$ cat config.mk
export PLATFORM = sky130hd
export DESIGN_NAME = rs_dispatch_sched
export DESIGN_NICKNAME = d
export VERILOG_FILES = /design/src/rtl/rs_dispatch_sched.sv
export SDC_FILE = /design/constraint.sdc
export NUM_CORES = 1
export LEC_CHECK = 0
export BUFFER_PORTS_ARGS = -buffer_cell sky130_fd_sc_hd__buf_2
export CELL_PAD_IN_SITES_DETAIL_PLACEMENT = 1
export CELL_PAD_IN_SITES_GLOBAL_PLACEMENT = 1
export CORE_MARGIN = 2
export CORE_UTILIZATION = 41
export CTS_CLUSTER_SIZE = 20
export DETAILED_ROUTE_END_ITERATION = 8
export PLACE_DENSITY = 0.88
export SYNTH_ARGS = -nofsm -noshare
export SYNTH_HDL_FRONTEND = slang
export SYNTH_SLANG_ARGS = --single-unit
$ cat constraint.sdc
create_clock -name clk_i -period 4.98 [get_ports clk_i]
set_input_delay 0.498 -clock clk_i [delete_from_list [all_inputs] [get_ports clk_i]]
set_output_delay 0.498 -clock clk_i [all_outputs]
set_load 0.01 [all_outputs]
$ cat src/rtl/rs_dispatch_sched.sv
// rtl/rs_dispatch_sched.sv - per-class RS allocator, oldest-ready dispatcher and CDB writeback sequencer
module rs_dispatch_sched #(
    parameter int N_ENTRIES = 3,
    parameter int IDX_W     = 2,
    parameter int LATENCY   = 2
) (
    input  logic                 clk_i,
    input  logic                 rst_i,
    input  logic                 issue_valid_i,
    output logic                 issue_ready_o,
    output logic [IDX_W-1:0]     issue_idx_o,
    input  logic [N_ENTRIES-1:0] entry_ready_i,
    output logic [N_ENTRIES-1:0] busy_vec_o,
    output logic                 disp_valid_o,
    output logic [IDX_W-1:0]     disp_idx_o,
    output logic                 fu_busy_o,
    output logic                 cdb_req_o,
    input  logic                 cdb_grant_i,
    output logic [IDX_W-1:0]     cdb_tag_o,
    output logic [N_ENTRIES-1:0] entry_free_o
);

    localparam int CNT_W = (LATENCY > 1) ? $clog2(LATENCY) : 1;

    typedef enum logic [1:0] {
        S_IDLE,
        S_EXEC,
        S_WB
    } state_t;

    state_t                           state_q, state_d;
    logic [CNT_W-1:0]                 cnt_q, cnt_d;
    logic [IDX_W-1:0]                 cur_q, cur_d;
    logic [N_ENTRIES-1:0]             busy_q, busy_d;
    logic [N_ENTRIES-1:0]             disp_q, disp_d;
    // age_q[j][i] = 1 means entry j is older than entry i
    logic [N_ENTRIES-1:0][N_ENTRIES-1:0] age_q, age_d;

    logic [N_ENTRIES-1:0] elig;
    logic [N_ENTRIES-1:0] blocked;
    logic [IDX_W-1:0]     win_idx;
    logic                 any_elig;
    logic                 issue_fire;
    logic                 grant_fire;

    assign busy_vec_o    = busy_q;
    assign issue_ready_o = ~(&busy_q);
    assign issue_fire    = issue_valid_i & issue_ready_o;
    assign elig          = busy_q & entry_ready_i & ~disp_q;
    assign disp_idx_o    = win_idx;
    assign cdb_tag_o     = cur_q;

    always_comb begin
        issue_idx_o = '0;
        for (int i = N_ENTRIES - 1; i >= 0; i--) begin
            if (!busy_q[i]) begin
                issue_idx_o = IDX_W'(i);
            end
        end
    end

    // An eligible entry is blocked if any other eligible entry is older.
    always_comb begin
        blocked = '0;
        for (int i = 0; i < N_ENTRIES; i++) begin
            for (int j = 0; j < N_ENTRIES; j++) begin
                if (elig[j] && age_q[j][i]) begin
                    blocked[i] = 1'b1;
                end
            end
        end
    end

    always_comb begin
        win_idx  = '0;
        any_elig = 1'b0;
        for (int i = N_ENTRIES - 1; i >= 0; i--) begin
            if (elig[i] && !blocked[i]) begin
                win_idx  = IDX_W'(i);
                any_elig = 1'b1;
            end
        end
    end

    always_comb begin
        state_d      = state_q;
        cnt_d        = cnt_q;
        cur_d        = cur_q;
        disp_valid_o = 1'b0;
        fu_busy_o    = 1'b0;
        cdb_req_o    = 1'b0;
        grant_fire   = 1'b0;
        case (state_q)
            S_IDLE: begin
                if (any_elig) begin
                    disp_valid_o = 1'b1;
                    cur_d        = win_idx;
                    cnt_d        = CNT_W'(LATENCY - 1);
                    state_d      = S_EXEC;
                end
            end
            S_EXEC: begin
                fu_busy_o = 1'b1;
                if (cnt_q == '0) begin
                    state_d = S_WB;
                end else begin
                    cnt_d = cnt_q - 1'b1;
                end
            end
            S_WB: begin
                fu_busy_o = 1'b1;
                cdb_req_o = 1'b1;
                if (cdb_grant_i) begin
                    grant_fire = 1'b1;
                    state_d    = S_IDLE;
                end
            end
            default: state_d = S_IDLE;
        endcase
    end

    always_comb begin
        entry_free_o = '0;
        for (int i = 0; i < N_ENTRIES; i++) begin
            entry_free_o[i] = grant_fire && (cur_q == IDX_W'(i));
        end
    end

    // Freeing is applied after allocation so a cleared row/column always wins.
    always_comb begin
        busy_d = busy_q;
        disp_d = disp_q;
        age_d  = age_q;
        for (int i = 0; i < N_ENTRIES; i++) begin
            if (issue_fire && issue_idx_o == IDX_W'(i)) begin
                busy_d[i] = 1'b1;
                for (int j = 0; j < N_ENTRIES; j++) begin
                    age_d[j][i] = busy_q[j];
                    age_d[i][j] = 1'b0;
                end
            end
            if (disp_valid_o && win_idx == IDX_W'(i)) begin
                disp_d[i] = 1'b1;
            end
        end
        for (int i = 0; i < N_ENTRIES; i++) begin
            if (grant_fire && cur_q == IDX_W'(i)) begin
                busy_d[i] = 1'b0;
                disp_d[i] = 1'b0;
                for (int j = 0; j < N_ENTRIES; j++) begin
                    age_d[j][i] = 1'b0;
                    age_d[i][j] = 1'b0;
                end
            end
        end
    end

    always_ff @(posedge clk_i) begin
        if (rst_i) begin
            state_q <= S_IDLE;
            cnt_q   <= '0;
            cur_q   <= '0;
            busy_q  <= '0;
            disp_q  <= '0;
            age_q   <= '0;
        end else begin
            state_q <= state_d;
            cnt_q   <= cnt_d;
            cur_q   <= cur_d;
            busy_q  <= busy_d;
            disp_q  <= disp_d;
            age_q   <= age_d;
        end
    end

endmodule

==> flow_summary.json, run 1 <==
{
  "synth.cell_area_um2": 928,
  "ioPinCount": 23,
  "finalCriticalPeriod_ns": 2.51,
  "final.setup.tns_ns": 0,
  "die_area_mm2": 0.00266,
  "detail_route.iter0.violations": 5,
  "grt_first_pass_wirelength_um": 3920,
  "n_antenna_cell": 0,
  "cts_max_level": 1,
  "synth_most_common_cell": "dfxtp_1",
  "synth-seq-cells": 17,
  "synth_top_flop_cell": "dfxtp_1",
  "fin_crit_sh": 0.505,
  "grt_overflow": 0,
  "synth_area_per_cell_um2": 9.10,
  "fmax_mhz": 398,
  "tritoncts": "built",
  "yosys.cell_types.count": 41,
  "worstSetupEndpointType": "output port",
  "hpwl_um": 1790,
  "finalHoldViolCount": 0,
  "clock_path_buffers": 2,
  "cts-hold-fix-buffers": 0,
  "syn_inst": 102,
  "status": "finished clean",
  "grt_util_all_layers": 0.203,
  "cts_resized": 0,
  "root_buffer": "clkbuf_4",
  "synth_nets": 112,
  "wirelength_um": 2280,
  "p_leak_nw": 0.474,
  "ant_nets": 0,
  "drc": 0,
  "ir_worst_vdd_mv": 0.129,
  "avgRoutedWirePerCell_um": 15.1,
  "die_w_um": 51.6,
  "port_buffers": 22,
  "yosysWarnings": 0,
  "insertion_delay_ns": 0.30,
  "route.vias.total": 839,
  "crit_path_max_fanout": 12,
  "maxCapViolCount": 0,
  "fin_nets": 134,
  "max_slew_margin": 0.612,
  "required_ns": 4.48,
  "worst_setup_path_start_kind": "flip-flop",
  "fp.dieH_um": 51.6,
  "power.density_mw_per_mm2": 273,
  "rows": 17,
  "min_path_type": "input pin to flip-flop",
  "clock-sinks": 17,
  "grt_max_degree": 16,
  "first_global_vias": 821,
  "antenna_found_initial": 0,
  "area_growth_syn_to_layout_pct": 15.5,
  "cts_made_buffers": 3,
  "clk_pin_slew_worst_paths_ns": 0.10,
  "hold_slack_ns": 0.496,
  "fin_skew_ns": 0.00328,
  "dr.pass1.iters": 2,
  "place.gp.congestion": 0.809,
  "core_area_mm2": 0.00217,
  "synth-seq-area-share": 0.367,
  "tightestPinTransition_ns": 0.577,
  "synth_top_area_share": 0.367,
  "start_util": 0.428,
  "synthTopCellsByCount": "dfxtp_1 (17), nor2_1 (12), a21oi_1 (7)",
  "synth_edf_count": 0,
  "cp_data_arrival_time_ns": 2.02,
  "fillCellCount": 278,
  "path_class": "flip-flop to output port",
  "yosys.area.top_type": "dfxtp_1",
  "seqCellArea_um2": 340,
  "multi_input_area_um2": 537,
  "drv_slew": 0,
  "via_per_inst": 5.56,
  "synthTopCellsByArea": "dfxtp_1 (37%), nor2_1 (4.9%), ha_1 (4.0%)",
  "cts_setup_buffers": 0,
  "rsz0062_at_grt": "no",
  "drive_above_1_share": 0.309,
  "setup_viol": 0,
  "async_flop_share": 0
}
[worst max-delay path, cell delays in order (launching register included)]
cell and delay [ns]:
dfxtp_1 0.55, and3b_1 0.35, a221oi_4 0.12, o31ai_1 0.47
inv_1 0.08, buf_2 0.15
[cells in the final DEF (no fill, tap or decap), types with 2 or more instances in the layout]
master	Yosys	routed
nand3b_1	3	3
and3b_1	2	2
and2_1	2	2
nand2_1	3	3
dfxtp_1	17	17
nor2_1	12	12
a21oi_1	7	7
a31oi_1	2	2
ha_1	3	3
nor4_1	4	4
a221oi_2	2	2
or2_2	2	2
nand2b_1	2	2
nor2b_1	2	2
nor3_1	5	5
buf_2	1	22
inv_1	6	6
clkbuf_4	0	3
and2b_1	2	2
nor3_2	2	2
[logic make-up (layout without fill, tap and decap cells)]
kind of cell    Yosys count  after routing  share of synthesized area
simple gates             45             45                      0.287
compound gates           25             25                      0.240
flops                    17             17                      0.367
buf+inv                  11             32                     0.0552
fa+ha+maj                 3              3                     0.0404
mux                       1              1                     0.0108
[area by class of cell]
class,count,area share
multi-input combinational,74,0.501
sequential,17,0.317
timing repair buffer,22,0.103
tap,28,0.0327
clock buffer,3,0.0210
inverter,6,0.0210
clock inverter,1,0.00467
[routing by layer]
layer | vias to the layer above | routed length [um] | part of all wire | global-route usage
met3 | 4 | 100 | 0.044 | 0.0374
met4 | 0 | 61 | 0.027 | 0.118
li1 | 417 | - | - | -
met1 | 400 | 1020 | 0.45 | 0.251
met2 | 18 | 1100 | 0.48 | 0.329
met5 | - | 0 | 0 | 0
[path summary, 6_finish.rpt]
path / cells past startpoint / startpoint / to / slack (ns)
setup / recovery: 5 / busy_vec_o[0] / disp_valid_o / 2.47
setup reg to reg: 5 / busy_vec_o[0] / cnt_q / 3.11
hold reg to reg: 2 / state_q[1] / state_q[1] / 0.50
hold / removal: 2 / issue_valid_i / age_q[5] / 0.50
[power by group]
part           internal [W]  leakage (nW)  switching (W)
sequential         0.000145         0.139     0.00000945
combinational     0.0000267         0.317      0.0000357
clock             0.0000300        0.0177      0.0000466
[registers in the layout, summed over array words and instances, names as in the netlist]
signal	cells
age_q	6
busy_vec_o	3
cdb_tag_o	2
cnt_q	1
disp_q	3
state_q	2
[through the flow]
stage | area, um2 | util | worst slack, ns | power (W) | std cells
after global routing | 1070 | 0.494 | 2.29 | 0.000312 | 151
after CTS | 1070 | 0.494 | 2.44 | 0.000298 | 151
after global placement | 1040 | 0.482 | 2.81 | 0.000217 | 147
after detailed placement | 1040 | 0.482 | 2.80 | 0.000220 | 147
final | 1070 | 0.494 | 2.47 | 0.000293 | 151
after floorplan | 928 | - | 3.11 | 0.000202 | 102
No activity file was read; power rests on OpenSTA's default activity.
==> inputs of run 2 (changes only) <==
--- a/config.mk
+++ b/config.mk
@@ -5,14 +5,15 @@
 export SDC_FILE = /design/constraint.sdc
 export NUM_CORES = 1
 export LEC_CHECK = 0
+export ABC_AREA = 1
 export BUFFER_PORTS_ARGS = -buffer_cell sky130_fd_sc_hd__buf_2
 export CELL_PAD_IN_SITES_DETAIL_PLACEMENT = 1
 export CELL_PAD_IN_SITES_GLOBAL_PLACEMENT = 1
 export CORE_MARGIN = 2
-export CORE_UTILIZATION = 41
+export CORE_UTILIZATION = 34
 export CTS_CLUSTER_SIZE = 20
 export DETAILED_ROUTE_END_ITERATION = 8
-export PLACE_DENSITY = 0.88
+export PLACE_DENSITY = 0.81
 export SYNTH_ARGS = -nofsm -noshare
 export SYNTH_HDL_FRONTEND = slang
 export SYNTH_SLANG_ARGS = --single-unit
==> constraint.sdc (replaced) <==
create_clock -name clk_i -period 2.35 [get_ports clk_i]
set_input_delay 0.235 -clock clk_i [delete_from_list [all_inputs] [get_ports clk_i]]
set_output_delay 0.235 -clock clk_i [all_outputs]
set_load 0.01 [all_outputs]
==> run 2 against run 1 <==
Count of clock-buffer cells in the layout up 1. Sequential share of layout area up 2.5 points. Critical path depth up 3. Worst setup slack worse by 1.9 ns. Largest cell class unchanged.
==> flow_summary.json, run 2 <==
{
  "cts_setup_buffers": 0,
  "fin_skew_ns": 0.00260,
  "p_sw_w": 0.000174,
  "n_antenna_cell": 0,
  "syn_inst": 120,
  "netSwitchingFraction": 0.299,
  "ioPinCount": 23,
  "synth_top_flop_cell": "dfxtp_1",
  "finalCriticalPeriod_ns": 1.82,
  "die_w_um": 53.2,
  "grt_first_pass_wirelength_um": 3700,
  "clock-sinks": 17,
  "cts_resized": 0,
  "seqCellArea_um2": 340,
  "synth_area_per_cell_um2": 6.86,
  "clock_path_buffers": 2,
  "path_buf_inv": 2,
  "p_clk_frac": 0.271,
  "r2r_setup_slack_ns": 0.87,
  "final_util": 0.441,
  "required_ns": 2.12,
  "final_area_um2": 995,
  "port_buffers": 22,
  "max_slew_margin": 0.813,
  "synth.cell_area_um2": 823,
  "met1Wirelength_um": 1180,
  "crit_chain": "nand2_1 -> nor2_1 -> nand2_1 -> nand3_1 -> nand3_1 -> nand2_2 -> inv_2 -> buf_2",
  "grt_util_all_layers": 0.184,
  "grt_overflow": 0,
  "cts_max_level": 1,
  "fp.dieH_um": 53.2,
  "cts_made_buffers": 3,
  "ir_worst_vdd_mv": 0.267,
  "multi_input_area_um2": 393,
  "slowest_delay_ns": 0.48,
  "hpwl_um": 1980,
  "root_buffer": "clkbuf_4",
  "min_path_type": "input pin to flip-flop",
  "avgRoutedWirePerCell_um": 13.5,
  "critical-path-top-delay-family": "simple AND/OR/NAND/NOR gates",
  "synth_edf_count": 0,
  "p_leak_nw": 0.497,
  "power.density_mw_per_mm2": 586,
  "fin_nets": 157,
  "drc": 0,
  "clk_pin_slew_worst_paths_ns": 0.10,
  "dr.pass1.iters": 4,
  "drv_slew": 0,
  "synth_most_common_cell": "nand2_1",
  "place_area_um2": 968,
  "insertion_delay_ns": 0.28,
  "dr_wl_met3_um": 96,
  "route.vias.total": 866,
  "largest_register_ffs": 6,
  "synth-seq-cells": 17,
  "worst_setup_path_start_kind": "flip-flop",
  "yosys.cell_types.count": 17,
  "slowest_stage": "dfxtp_1",
  "synth-seq-area-share": 0.413,
  "yosysWarnings": 0,
  "ant_nets": 0,
  "maxCapViolCount": 0,
  "dr_wl_met2_um": 1050,
  "most-common-layout-cells": "nand2_1 (27), inv_1 (23), buf_2 (22)",
  "detail_route.iter0.violations": 18,
  "setup_viol": 0,
  "synthTopCellsByCount": "nand2_1 (27), inv_1 (23), dfxtp_1 (17)",
  "comb_power_share": 0.183,
  "tightestPinTransition_ns": 0.280,
  "area_growth_syn_to_layout_pct": 20.8,
  "synthTopCellsByArea": "dfxtp_1 (41%), nand2_1 (12%), inv_1 (10%)",
  "fillCellCount": 333,
  "antenna_found_initial": 0,
  "synth_nets": 130,
  "p_int_w": 0.000408,
  "async_flop_share": 0,
  "synth_top_area_share": 0.413,
  "cts-hold-fix-buffers": 0,
  "finalHoldViolCount": 0,
  "core_area_mm2": 0.00225,
  "first_global_vias": 822,
  "start_util": 0.365,
  "final.setup.tns_ns": 0,
  "rsz0062_at_grt": "no",
  "wirelength_um": 2340,
  "status": "finished clean",
  "crit_path_max_fanout": 6,
  "path_class": "flip-flop to output port",
  "worstSetupEndpointType": "output port",
  "place.gp.congestion": 0.790,
  "die_area_mm2": 0.00283,
  "via_per_inst": 4.98,
  "drive_above_1_share": 0.199,
  "cp_data_arrival_time_ns": 1.59,
  "grt_max_degree": 10,
  "top_layer": "met4",
  "yosys.area.top_type": "dfxtp_1",
  "p_seq_frac": 0.546,
  "regMostFlops": "age_q",
  "fmax_mhz": 549,
  "rows": 17,
  "fin_crit_sh": 0.776,
  "layout_commonest_cell": "nand2_1",
  "tritoncts": "built"
}
==> run 2: metal layers <==
layer,vias to the layer above,global-route usage
met4,0,0.0641
met2,12,0.278
met5,-,0
li1,436,-
met3,2,0.0282
met1,416,0.262
==> run 2: stage by stage <==
step                      cells  setup WS [ns]  total power [W]  hold WS (ns)
after detailed placement    170          0.867         0.000431         0.458
after floorplan             120          0.964         0.000390         0.304
after global routing        174          0.392         0.000614         0.149
after CTS                   174          0.539         0.000588         0.152
final                       174          0.527         0.000582         0.155
after global placement      170          0.932         0.000427         0.455
==> run 2: cell type report <==
class	count	area share
clock buffer	4	0.0264
inverter	24	0.0906
sequential	17	0.342
multi-input combinational	79	0.395
timing repair buffer	22	0.111
tap	28	0.0352
==> run 2: kinds of logic (layout without fill, tap and decap cells) <==
logic type	Yosys count	in the layout	synth area share
AOI/OAI and AO/OA	18	18	0.122
adders and majority gates	3	3	0.0456
buffers and inverters	24	50	0.109
DFF	17	17	0.413
and+or+nand+nor	58	58	0.310
==> run 2: worst paths after layout <==
path                                      to     startpoint  cells after the start
worst max-delay path            disp_valid_o  busy_vec_o[0]                      8
worst min-delay path                age_q[3]  issue_valid_i                      2
worst min register to register     disp_q[1]      disp_q[1]                      2
worst max register to register         cnt_q  busy_vec_o[0]                      9
==> run 2: power by group through the flow <==
stage | Clock (W) | Combinational (W) | Sequential [W]
after floorplan | 0 | 0.0000674 | 0.000323
after global placement | 0 | 0.000103 | 0.000324
after detailed placement | 0 | 0.000106 | 0.000325
after CTS | 0.000162 | 0.000107 | 0.000318
after global routing | 0.000173 | 0.000120 | 0.000320
final | 0.000158 | 0.000106 | 0.000318
==> run 2: worst register-to-register path: stages, from the launching register on <==
cell and delay [ns]:
dfxtp_1 0.48, nand2_1 0.09, nor2_1 0.18, nand2_1 0.07, nand3_1 0.11, nand3_1 0.10, nand2_2 0.09, inv_2 0.05
o21ai_0 0.15, nor2_1 0.06
